===== src/rtl/step_sequencer3_pkg.sv =====
// -----------------------------------------------------------------------------
// step_seq_pkg
// Shared definitions for the step_sequencer3 index generator.
//   mode_e   : 2-bit step mode (up / down / ping-pong / hold)
//   dir_e    : ping-pong travel direction
//   SEL_W    : width of the decoder select index
//   SEL_MAX  : highest index value (top endpoint of every sequence)
// -----------------------------------------------------------------------------
package step_seq_pkg;

    localparam int SEL_W = 3;

    localparam logic [SEL_W-1:0] SEL_MAX = 3'd7;
    localparam logic [SEL_W-1:0] SEL_MIN = 3'd0;

    typedef enum logic [1:0] {
        MODE_UP       = 2'b00,
        MODE_DOWN     = 2'b01,
        MODE_PINGPONG = 2'b10,
        MODE_HOLD     = 2'b11
    } mode_e;

    typedef enum logic {
        DIR_ASC  = 1'b0,
        DIR_DESC = 1'b1
    } dir_e;

    // Result of one step: next index, next direction and whether this step
    // completes a full sequence.
    typedef struct packed {
        logic [SEL_W-1:0] sel;
        dir_e             dir;
        logic             wrap;
    } step_t;

    // Ping-pong step: walk in the current direction and bounce off the
    // endpoints without repeating them. The bounce at the bottom closes a
    // full pass, so it raises wrap.
    function automatic step_t pingpong_step(input logic [SEL_W-1:0] cur_sel,
                                            input dir_e             cur_dir);
        step_t res;
        res.sel  = cur_sel;
        res.dir  = cur_dir;
        res.wrap = 1'b0;
        if (cur_dir == DIR_ASC) begin
            if (cur_sel == SEL_MAX) begin
                res.sel = SEL_MAX - 3'd1;
                res.dir = DIR_DESC;
            end else begin
                res.sel = cur_sel + 3'd1;
            end
        end else begin
            if (cur_sel == SEL_MIN) begin
                res.sel  = SEL_MIN + 3'd1;
                res.dir  = DIR_ASC;
                res.wrap = 1'b1;
            end else begin
                res.sel = cur_sel - 3'd1;
            end
        end
        return res;
    endfunction

endpackage


===== src/rtl/step_sequencer3_tick_divider.sv =====
// -----------------------------------------------------------------------------
// tick_divider
// Prescaler that turns PRESCALE enabled clock cycles into one tick.
//   clk    in  system clock
//   rst_n  in  asynchronous active-low reset (count returns to 0)
//   en     in  advance enable; the count is frozen while low
//   clear  in  synchronous clear of the partial count (wins over en)
//   tick   out high on the enabled cycle that completes a prescale period
// -----------------------------------------------------------------------------
module tick_divider #(
    parameter int PRESCALE = 4
) (
    input  logic clk,
    input  logic rst_n,
    input  logic en,
    input  logic clear,
    output logic tick
);

    localparam int PS_W = (PRESCALE > 1) ? $clog2(PRESCALE) : 1;

    localparam logic [PS_W-1:0] LAST = PS_W'(PRESCALE - 1);

    logic [PS_W-1:0] count;

    // tick is combinational so the sequencer can step on the same edge that
    // closes the prescale period; the sequencer registers everything it drives.
    assign tick = en && (count == LAST);

    // NOTE: state flops use non-blocking assignments so every flop samples
    // pre-edge values regardless of block ordering.
    always_ff @(posedge clk or negedge rst_n) begin
        if (!rst_n) begin
            count <= '0;
        end else if (clear) begin
            count <= '0;
        end else if (tick) begin
            count <= '0;
        end else if (en) begin
            count <= count + PS_W'(1);
        end
    end

endmodule


===== src/rtl/step_sequencer3.sv =====
// -----------------------------------------------------------------------------
// step_sequencer3
// Clocked 3-bit index generator feeding the select inputs of a 3-to-8 LED
// decoder, so exactly one LED is lit and the lit LED steps over time.
//   clk         in   system clock, rising-edge active
//   rst_n       in   asynchronous active-low reset
//   en          in   prescaler advance enable
//   mode        in   00 up, 01 down, 10 ping-pong, 11 hold
//   load        in   synchronous load strobe (priority over a step)
//   load_val    in   value loaded into sel
//   sel         out  current index (registered)
//   dir         out  ping-pong direction, 0 ascending / 1 descending (registered)
//   step_pulse  out  one-cycle strobe when sel takes a stepped value
//   wrap        out  one-cycle strobe when a full sequence completes
// -----------------------------------------------------------------------------
module step_sequencer3
    import step_seq_pkg::*;
#(
    parameter int PRESCALE = 4
) (
    input  logic             clk,
    input  logic             rst_n,
    input  logic             en,
    input  logic [1:0]       mode,
    input  logic             load,
    input  logic [SEL_W-1:0] load_val,
    output logic [SEL_W-1:0] sel,
    output logic             dir,
    output logic             step_pulse,
    output logic             wrap
);

    logic  tick;
    dir_e  dir_q;
    mode_e mode_q;

    logic [SEL_W-1:0] sel_nxt;
    dir_e             dir_nxt;
    logic             wrap_nxt;
    logic             step_nxt;
    step_t            pp;

    // A load restarts the step period, so it also clears the partial count.
    tick_divider #(
        .PRESCALE (PRESCALE)
    ) u_tick_divider (
        .clk   (clk),
        .rst_n (rst_n),
        .en    (en),
        .clear (load),
        .tick  (tick)
    );

    assign mode_q = mode_e'(mode);
    assign pp     = pingpong_step(sel, dir_q);

    // NOTE: every signal driven here gets a default first, so no path leaves
    // a value unassigned and no latch is inferred.
    always_comb begin
        sel_nxt  = sel;
        dir_nxt  = dir_q;
        wrap_nxt = 1'b0;
        step_nxt = 1'b0;
        if (tick) begin
            unique case (mode_q)
                MODE_UP: begin
                    sel_nxt  = sel + 3'd1;
                    wrap_nxt = (sel == SEL_MAX);
                    step_nxt = 1'b1;
                end
                MODE_DOWN: begin
                    sel_nxt  = sel - 3'd1;
                    wrap_nxt = (sel == SEL_MIN);
                    step_nxt = 1'b1;
                end
                MODE_PINGPONG: begin
                    sel_nxt  = pp.sel;
                    dir_nxt  = pp.dir;
                    wrap_nxt = pp.wrap;
                    step_nxt = 1'b1;
                end
                MODE_HOLD: begin
                    // Prescaler keeps running; index and strobes stay put.
                end
            endcase
        end
    end

    // Load wins over a coincident tick and suppresses that cycle's strobes.
    // dir survives mode changes and only matters in ping-pong.
    always_ff @(posedge clk or negedge rst_n) begin
        if (!rst_n) begin
            sel        <= SEL_MIN;
            dir_q      <= DIR_ASC;
            step_pulse <= 1'b0;
            wrap       <= 1'b0;
        end else if (load) begin
            sel        <= load_val;
            dir_q      <= DIR_ASC;
            step_pulse <= 1'b0;
            wrap       <= 1'b0;
        end else begin
            sel        <= sel_nxt;
            dir_q      <= dir_nxt;
            step_pulse <= step_nxt;
            wrap       <= wrap_nxt;
        end
    end

    assign dir = (dir_q == DIR_DESC);

endmodule


===== config.mk =====
export PLATFORM = sky130hd
export DESIGN_NAME = step_sequencer3
export DESIGN_NICKNAME = d
export VERILOG_FILES = /design/src/rtl/step_sequencer3_pkg.sv /design/src/rtl/step_sequencer3_tick_divider.sv /design/src/rtl/step_sequencer3.sv
export SDC_FILE = /design/constraint.sdc
export NUM_CORES = 1
export LEC_CHECK = 0
export ABC_AREA = 0
export BUFFER_PORTS_ARGS = -buffer_cell sky130_fd_sc_hd__buf_2
export CORE_MARGIN = 2
export CORE_UTILIZATION = 45
export CTS_CLUSTER_SIZE = 24
export DETAILED_ROUTE_END_ITERATION = 8
export PLACE_DENSITY = 0.68
export SYNTH_ARGS = -nofsm -noshare
export SYNTH_HDL_FRONTEND = slang
export SYNTH_SLANG_ARGS = --single-unit
export TNS_END_PERCENT = 50

===== constraint.sdc =====
create_clock -name clk -period 3 [get_ports clk]
set_clock_uncertainty 0.2 [all_clocks]
set_input_delay 0.3 -clock clk [delete_from_list [all_inputs] [get_ports clk]]
set_output_delay 0.3 -clock clk [all_outputs]
set_load 0.01 [all_outputs]

==> flow_metrics.tcl, run 1 <==
set metrics [dict create \
    dr.first_iter.drc_count 10 \
    wl_um 1305 \
    syn_nets 92 \
    io_pins 15 \
    synthCells 73 \
    max_freq_ghz 0.4758 \
    clkSinkCount 8 \
    r2r_start "sel[0]$_DFFE_PN0P_" \
    fin_crit_ps 2102 \
    crit_buf_inv 0 \
    p_sw_frac 0.3194 \
    cts_buffers 3 \
    p_int_mw 0.2030 \
    power_frac_seq 0.428 \
    first_pass_iters 3 \
    path_delay_family "compound AO/OA/AOI/OAI gates" \
    setup_tns_ps 0 \
    syn_avg_cell_area_um2 8.964 \
    p_clk_frac 0.265 \
    htree_levels 1 \
    cts_tree "done" \
    cts-root-buf "clkbuf_4" \
    ys_warn_count 0 \
    synthArstFlopShare 1.000 \
    antenna_found_initial 0 \
    dp_hpwl_um 1042 \
    globalRoute.totalOverflow 0 \
    cp_slowest_cell "dfrtp_1" \
    max_cap_violations 0 \
    fillerInstances 129 \
    finalMaxSlewViolations 0 \
    p_per_area_mw_per_mm2 388.3 \
    fin_crit_sh 0.7006 \
    critical_path.endpoint_type "register" \
    final_hold_viol_count 0 \
    io_buffers 14 \
    startpoint "sel[0]$_DFFE_PN0P_" \
    area_growth_pct 17.40 \
    slowest_delay_ps 450 \
    synthTopCellsByCount "10 x ha_1, 10 x inv_1, 8 x dfrtp_1" \
    comb_power_share 0.307 \
    core_area_mm2 0.001334 \
    outcome "completed" \
    syn-cell-area_um2 654.4 \
    rows 13 \
    ys_ff_latch 8 \
    cts_setup_buffers 0 \
    required_ps 2920 \
    die_h_um 42.14 \
    synth-edff-count 0 \
    synthTopCellsByArea "dfrtp_1 31%, ha_1 19%, inv_1 5.7%, a21oi_1 4.6%, nand2_1 4.0%" \
    synth_top_area_cell "dfrtp_1" \
    power_switching_mw 0.09528 \
    num_antenna_cells 0 \
    start_util 0.4906 \
    num-nets-final 111 \
    clock_latency_ps 250 \
    die_width_um 42.14 \
    slew_headroom 0.7113 \
    place_congestion 0.8421 \
    startpoint_type "register" \
    rsz0062_at_grt "false" \
    crit_type "register to register" \
    dieArea_mm2 0.001775 \
    grt_start_max_net_pins 12 \
    cp.arrival_ps 2020 \
    vias 558 \
    grt_pass1_wl_um 2346 \
    vias_per_cell 5.314 \
    hold_path_class "primary input to register" \
    grt_pass1_vias 545 \
    crit_chain "ha_1, ha_1, o311ai_0, a21oi_1, o31ai_1, o21ai_0" \
    drc_errors 0 \
    vdd_drop_max_mv 0.1207 \
    min_from "load" \
    yosysSeqAreaShare 0.3059 \
    p_leak_nw 0.3755 \
    yosysTopAreaCellShare 0.3059 \
    path_common_cell "ha_1" \
    worst_pin_slew_ps 422.1 \
    wire_per_inst_um 12.43 \
    drive_above_1_share 0.2111 \
    clk_path_buf_depth 2 \
    grt_usage 0.1687 \
    clk_pin_slew_ps 50 \
    yosysUniqueCellTypes 27 \
    utilization 0.5760 \
    crit_fanout 6 \
    ant_nets 0 \
    synthFlopType "dfrtp_1" \
    setup_viol 0 \
]
registers in the layout (all words and copies together) (netlist names):
| name | flops |
|---|---|
| dir | 1 |
| sel | 3 |
| step_pulse | 1 |
| u_tick_divider.count | 2 |
| wrap | 1 |
worst register-to-register path, cell delays in order, from the launching register on:
cell      delay, ps
dfrtp_1         450
ha_1            290
ha_1            230
o311ai_0        320
a21oi_1          80
o31ai_1         300
o21ai_0         120
area by class of cell:
cell class,count,area [um^2],area share
Inverter,10,37.54,0.04886
Tap cell,15,18.77,0.02443
Timing Repair Buffer,15,80.08,0.1042
Clock buffer,3,22.52,0.02932
Multi-Input combinational cell,54,409.1,0.5326
Sequential cell,8,200.2,0.2606
kinds of logic after synthesis:
| kind of cell | synth area share |
|---|---|
| and+or+nand+nor | 0.1989 |
| AOI/OAI and AO/OA | 0.2046 |
| buffers and inverters | 0.06884 |
| adders and majority gates | 0.1912 |
| DFF | 0.3059 |
| muxes | 0.03059 |
power groups by stage:
stage                     logic, mW  clock network, mW  registers [mW]
after CTS                    0.0925             0.0839           0.128
after global placement       0.0898                  0           0.129
after global routing          0.104             0.0879           0.129
after floorplan              0.0607                  0           0.130
after detailed placement     0.0914                  0           0.129
final                        0.0915             0.0792           0.128
through the flow:
stage	hold WS [ps]	setup WS [ps]	instances	power, mW	cell area, um^2
2_1_floorplan	-195.6	1144	73	0.1903	654.4
3_3_place_gp	-54.34	923.4	101	0.2189	735.7
3_5_place_dp	-49.05	899.0	101	0.2206	735.7
4_1_cts	162.1	892.0	105	0.3040	768.2
5_1_grt	177.4	771.4	105	0.3211	768.2
6_report	169.5	898.1	105	0.2983	768.2
timing repair:
action / 4_1_cts / 5_1_grt
hold buffers: 1 / 0
endpoints found under the hold margin: 8 / 0
resized for setup: 0 / 0
cells in the final DEF (no fill, tap or decap), types with 2 or more instances in the layout:
| cell type | netlist | routed |
|---|---|---|
| nand2b_1 | 2 | 2 |
| o31ai_1 | 3 | 3 |
| mux2i_1 | 2 | 2 |
| nor3_1 | 2 | 2 |
| dfrtp_1 | 8 | 8 |
| nand2_1 | 7 | 7 |
| o21ai_0 | 3 | 3 |
| a21oi_1 | 6 | 6 |
| buf_2 | 0 | 14 |
| ha_1 | 10 | 10 |
| inv_1 | 10 | 10 |
| nor2b_1 | 3 | 3 |
| clkbuf_4 | 0 | 3 |
| nand3b_1 | 2 | 2 |
metal layers:
metal | up-vias | share of wire | track usage
met5 | - | 0 | 0
met4 | 0 | 0.0069 | 0.07500
met3 | 2 | 0.045 | 0.02586
met2 | 13 | 0.45 | 0.2656
met1 | 249 | 0.50 | 0.2266
li1 | 294 | - | -
final timing paths:
kind | end | cells past startpoint | slack [ps]
worst max-delay path | sel[1]$_DFFE_PN0P_ | 6 | 900
worst min-delay path | u_tick_divider.count[1]$_DFFE_PN0P_ | 2 | 170
worst max register to register | sel[1]$_DFFE_PN0P_ | 6 | 900
worst min register to register | u_tick_divider.count[1]$_DFFE_PN0P_ | 2 | 340
max in group asynchronous | wrap$_DFF_PN0_ | 2 | 2220
min in group asynchronous | dir$_DFFE_PN0P_ | 2 | 220
Power figures use the tool's default switching activity.
==> run 2: changes to the inputs <==
- PLACE_DENSITY: 0.68 -> 0.71
- clock period: 3 -> 1.9 ns (I/O delays scaled with it)
==> flow_metrics.tcl, run 2 (same netlist as run 1, synthesis figures left out) <==
set metrics [dict create \
    outcome "completed" \
    grt_usage 0.1834 \
    vias 605 \
    finalMaxSlewViolations 0 \
    p_sw_frac 0.3278 \
    max_freq_ghz 0.5528 \
    p_int_mw 0.3300 \
    largest_reg_flops 3 \
    grt_pass1_vias 571 \
    p_clk_frac 0.263 \
    core_area_mm2 0.001334 \
    setup_slack_ps 90.93 \
    place_ws_ps -19.76 \
    instances_no_fill 107 \
    power_frac_seq 0.404 \
    crit_chain "inv_1, ha_1, o311ai_2, a21oi_1, o31ai_1, o21ai_0" \
    layout_common_cells "14 x buf_2, 10 x inv_1, 8 x ha_1, 8 x dfrtp_1, 7 x nand2_1" \
    critical_path.endpoint_type "register" \
    die_h_um 42.14 \
    max_cap_violations 0 \
    rows 13 \
    first_pass_iters 4 \
    fin_crit_ps 1809 \
    r2r_start "sel[1]$_DFFE_PN0P_" \
    num-nets-final 113 \
    min_from "en" \
    p_per_area_mw_per_mm2 610.2 \
    cts_buffers 3 \
    num_antenna_cells 0 \
    cp_slowest_cell "dfrtp_1" \
    startpoint_type "register" \
    grt_start_max_net_pins 12 \
    required_ps 1820 \
    comb_power_share 0.333 \
    globalRoute.totalOverflow 0 \
    dp_cells 103 \
    fin_crit_sh 0.9521 \
    cts-root-buf "clkbuf_4" \
    slowest_delay_ps 380 \
    hold_depth 3 \
    final_common_cell "buf_2" \
    vias_per_cell 5.654 \
    wire_per_inst_um 13.04 \
    clk_path_buf_depth 2 \
    dr.first_iter.drc_count 22 \
    die_width_um 42.14 \
    hold_path_class "primary input to register" \
    io_buffers 14 \
    drive_above_1_share 0.2826 \
    cp.arrival_ps 1730 \
    fin_area_um2 804.5 \
    path_delay_family "compound AO/OA/AOI/OAI gates" \
    r2r.worst_path.cells 6 \
    cp.depth 6 \
    hold_ws_ps 51.33 \
    dieArea_mm2 0.001775 \
    vdd_drop_max_mv 0.1897 \
    cts_setup_buffers 0 \
    crit_type "register to register" \
    cts_tree "done" \
    io_pins 15 \
    area_growth_pct 22.94 \
    start_util 0.4906 \
    dp_hpwl_um 1060 \
    crit_buf_inv 1 \
    clk_pin_slew_ps 50 \
    startpoint "sel[1]$_DFFE_PN0P_" \
    final_hold_viol_count 0 \
    setup_viol 0 \
    ant_nets 0 \
    wl_um 1395 \
    reg_top3 "sel: 3 flops, u_tick_divider.count: 2 flops" \
    place_congestion 0.8744 \
    worst_pin_slew_ps 357.9 \
    slew_headroom 0.7608 \
    crit_fanout 4 \
    largest_register "sel" \
    htree_levels 1 \
    clkSinkCount 8 \
    antenna_found_initial 0 \
    p_leak_nw 0.3826 \
    dpl-instance-area_um2 750.7 \
    power_switching_mw 0.1609 \
    grt_pass1_wl_um 2504 \
    drc_errors 0 \
    clock_latency_ps 250 \
]
[run 2: final timing paths]
path                                                        to  slack [ps]
setup / recovery                            sel[1]$_DFFE_PN0P_          90
hold / removal                            step_pulse$_DFF_PN0_          50
setup reg to reg                            sel[1]$_DFFE_PN0P_          90
hold reg to reg            u_tick_divider.count[1]$_DFFE_PN0P_         340
max in group asynchronous  u_tick_divider.count[1]$_DFFE_PN0P_        1220
min in group asynchronous                       wrap$_DFF_PN0_         120
[run 2: timing repair]
item                                    in CTS  in global routing
pin swaps                                    0                  2
cloned                                       0                  0
endpoints found under the hold margin        8                  0
resized for setup                            1                  6
hold buffers                                 1                  0
endpoints found under the setup margin       1                  3
[run 2: cell type report]
type / instances / area, um^2
fill: 127 / 529.3
multi-input combinational: 54 / 430.4
sequential: 8 / 200.2
timing repair buffer: 17 / 95.09
inverter: 10 / 37.54
clock buffer: 3 / 22.52
tap: 15 / 18.77
[run 2: power groups by stage]
| stage | clock [mW] | sequential, mW | combinational, mW |
|---|---|---|---|
| 4_1_cts | 0.134 | 0.197 | 0.156 |
| 3_3_place_gp | 0 | 0.200 | 0.151 |
| 6_report | 0.129 | 0.199 | 0.163 |
| 3_5_place_dp | 0 | 0.200 | 0.153 |
| 2_1_floorplan | 0 | 0.205 | 0.0959 |
| 5_1_grt | 0.148 | 0.201 | 0.185 |
[run 2: worst min-delay path: stages]
cell and delay [ps]:
buf_2 140, nand2_1 70, nor3_1 50
[run 2: metrics by stage]
step / total power, mW / TNS [ps] / utilization
2_1_floorplan: 0.3004 / 0 / -
3_3_place_gp: 0.3508 / 0 / 0.5629
3_5_place_dp: 0.3530 / -19.76 / 0.5629
4_1_cts: 0.4880 / 0 / 0.5872
5_1_grt: 0.5334 / -23.05 / 0.6032
6_report: 0.4909 / 0 / 0.6032
[run 2: per-layer routing]
layer  wire length [um]  vias to the layer above  part of all wire  track usage
li1                   -                      298                 -            -
met1                653                      288              0.47       0.2415
met2                664                       17              0.48       0.2813
met3                 54                        2             0.039      0.01293
met4                 22                        0             0.016       0.1313
met5                  0                        -                 0            0
==> run 3: changes to the inputs <==
- CORE_UTILIZATION: 45 -> 40
- GPL_TIMING_DRIVEN: default -> 0
- PLACE_DENSITY: 0.71 -> default
==> flow_metrics.tcl, run 3 (same netlist as run 1, synthesis figures left out) <==
set metrics [dict create \
    crit_fanout 4 \
    dp_cells 103 \
    first_pass_iters 3 \
    htree_levels 1 \
    instances_no_fill 108 \
    grt_pass1_vias 535 \
    io_pins 15 \
    startpoint_type "register" \
    die_width_um 44.45 \
    globalRoute.totalOverflow 0 \
    setup_viol 0 \
    largest_register "sel" \
    setup_slack_ps 66.18 \
    p_per_area_mw_per_mm2 610.8 \
    p_sw_frac 0.3251 \
    fin_crit_ps 1834 \
    rsz0062_at_grt "true" \
    required_ps 1840 \
    outcome "completed" \
    core_area_mm2 0.001524 \
    cp.arrival_ps 1770 \
    ant_nets 0 \
    grt_pass1_wl_um 2214 \
    vdd_drop_max_mv 0.2029 \
    vias_per_cell 5.194 \
    comb_power_share 0.322 \
    slew_headroom 0.7592 \
    clkSinkCount 8 \
    drive_above_1_share 0.2826 \
    p_int_mw 0.3291 \
    hold_path_class "primary input to register" \
    hold_depth 3 \
    io_buffers 14 \
    holdPathEnd "sel[0]$_DFFE_PN0P_" \
    min_from "load_val[0]" \
    clock_latency_ps 260 \
    clk_path_buf_depth 2 \
    dpl-instance-area_um2 744.5 \
    final_hold_viol_count 0 \
    r2r_start "sel[0]$_DFFE_PN0P_" \
    start_util 0.4294 \
    setup_tns_ps 0 \
    vias 561 \
    num_antenna_cells 0 \
    p_leak_nw 0.3827 \
    power_switching_mw 0.1585 \
    drc_errors 0 \
    clk_pin_slew_ps 60 \
    r2r.worst_path.cells 6 \
    place_congestion 0.7423 \
    crit_type "register to register" \
    place_ws_ps -149.7 \
    worst_r2r_endpoint "sel[1]$_DFFE_PN0P_" \
    dr.first_iter.drc_count 7 \
    p_clk_frac 0.267 \
    max_cap_violations 0 \
    reg_top3 "sel: 3 flops, u_tick_divider.count: 2 flops" \
    area_growth_pct 21.99 \
    reg2reg_slack_ps 70 \
    dieArea_mm2 0.001975 \
    finalMaxSlewViolations 0 \
    wire_per_inst_um 12.06 \
    grt_start_max_net_pins 11 \
    fin_crit_sh 0.9652 \
    final_common_cell "buf_2" \
    layout_common_cells "14 x buf_2, 10 x inv_1, 8 x ha_1" \
    largest_reg_flops 3 \
    die_h_um 44.45 \
    rows 14 \
    fin_area_um2 798.3 \
    cts-root-buf "clkbuf_4" \
    max_freq_ghz 0.5453 \
    worst_pin_slew_ps 352.1 \
    dp_hpwl_um 986.9 \
    wl_um 1302 \
    grt_usage 0.1567 \
    cts_tree "done" \
    power_frac_seq 0.412 \
    antenna_found_initial 0 \
    cts_buffers 3 \
    critical_path.endpoint_type "register" \
    num-nets-final 113 \
]
[run 3: per-layer routing]
layer	wire length, um	vias to the layer above	share of wire	GRT usage
met4	14	0	0.011	0.09091
met1	653	247	0.50	0.2015
met2	592	14	0.45	0.2441
met5	0	-	0	0
li1	-	298	-	-
met3	42	2	0.032	0.02857
[run 3: what timing repair did]
action                                  4_1_cts  5_1_grt
pin swaps                                     1        2
setup buffers                                 1        0
endpoints found under the hold margin         8        0
endpoints found under the setup margin        2        2
gates resized for setup                       3        4
hold buffers                                  1        0
[run 3: area by class of cell]
cell class | count | area [um^2]
timing repair buffer | 16 | 87.58
tap | 16 | 20.02
buffer | 1 | 7.507
inverter | 10 | 37.54
sequential | 8 | 201.4
clock buffer | 3 | 22.52
multi-input combinational | 54 | 421.7
fill | 151 | 725.7
[run 3: worst max-delay path: stages, from the launching register on]
cell and delay [ps]:
dfrtp_2 430, ha_2 220, ha_2 190, o311ai_1 250
a21oi_1 80, o31ai_2 260, o21ai_1 80
[run 3: through the flow]
stage,util,hold WS [ps],total power [mW]
detailed placement,0.4885,-159.9,0.3473
global route,0.5238,60.69,0.5173
floorplan,-,-305.6,0.3004
global placement,0.4885,-161.1,0.3453
CTS,0.5172,22.65,0.4888
finish,0.5238,26.63,0.4876
[run 3: worst max-delay path by stage]
| stage | startpoint | to | slack [ps] |
|---|---|---|---|
| 2_1_floorplan | sel[0]$_DFFE_PN0P_ | sel[1]$_DFFE_PN0P_ | 40 |
| 3_3_place_gp | sel[0]$_DFFE_PN0P_ | sel[1]$_DFFE_PN0P_ | -150 |
| 3_5_place_dp | sel[0]$_DFFE_PN0P_ | sel[1]$_DFFE_PN0P_ | -150 |
| 4_1_cts | sel[0]$_DFFE_PN0P_ | sel[1]$_DFFE_PN0P_ | 20 |
| 5_1_grt | sel[1]$_DFFE_PN0P_ | sel[0]$_DFFE_PN0P_ | -10 |
| 6_report | sel[0]$_DFFE_PN0P_ | sel[1]$_DFFE_PN0P_ | 70 |
[run 3: power by group through the flow]
stage | combinational (mW) | clock [mW] | sequential [mW]
after floorplan | 0.0959 | 0 | 0.205
after global placement | 0.142 | 0 | 0.204
after detailed placement | 0.144 | 0 | 0.204
after CTS | 0.153 | 0.135 | 0.200
after global routing | 0.179 | 0.135 | 0.203
final | 0.157 | 0.130 | 0.201
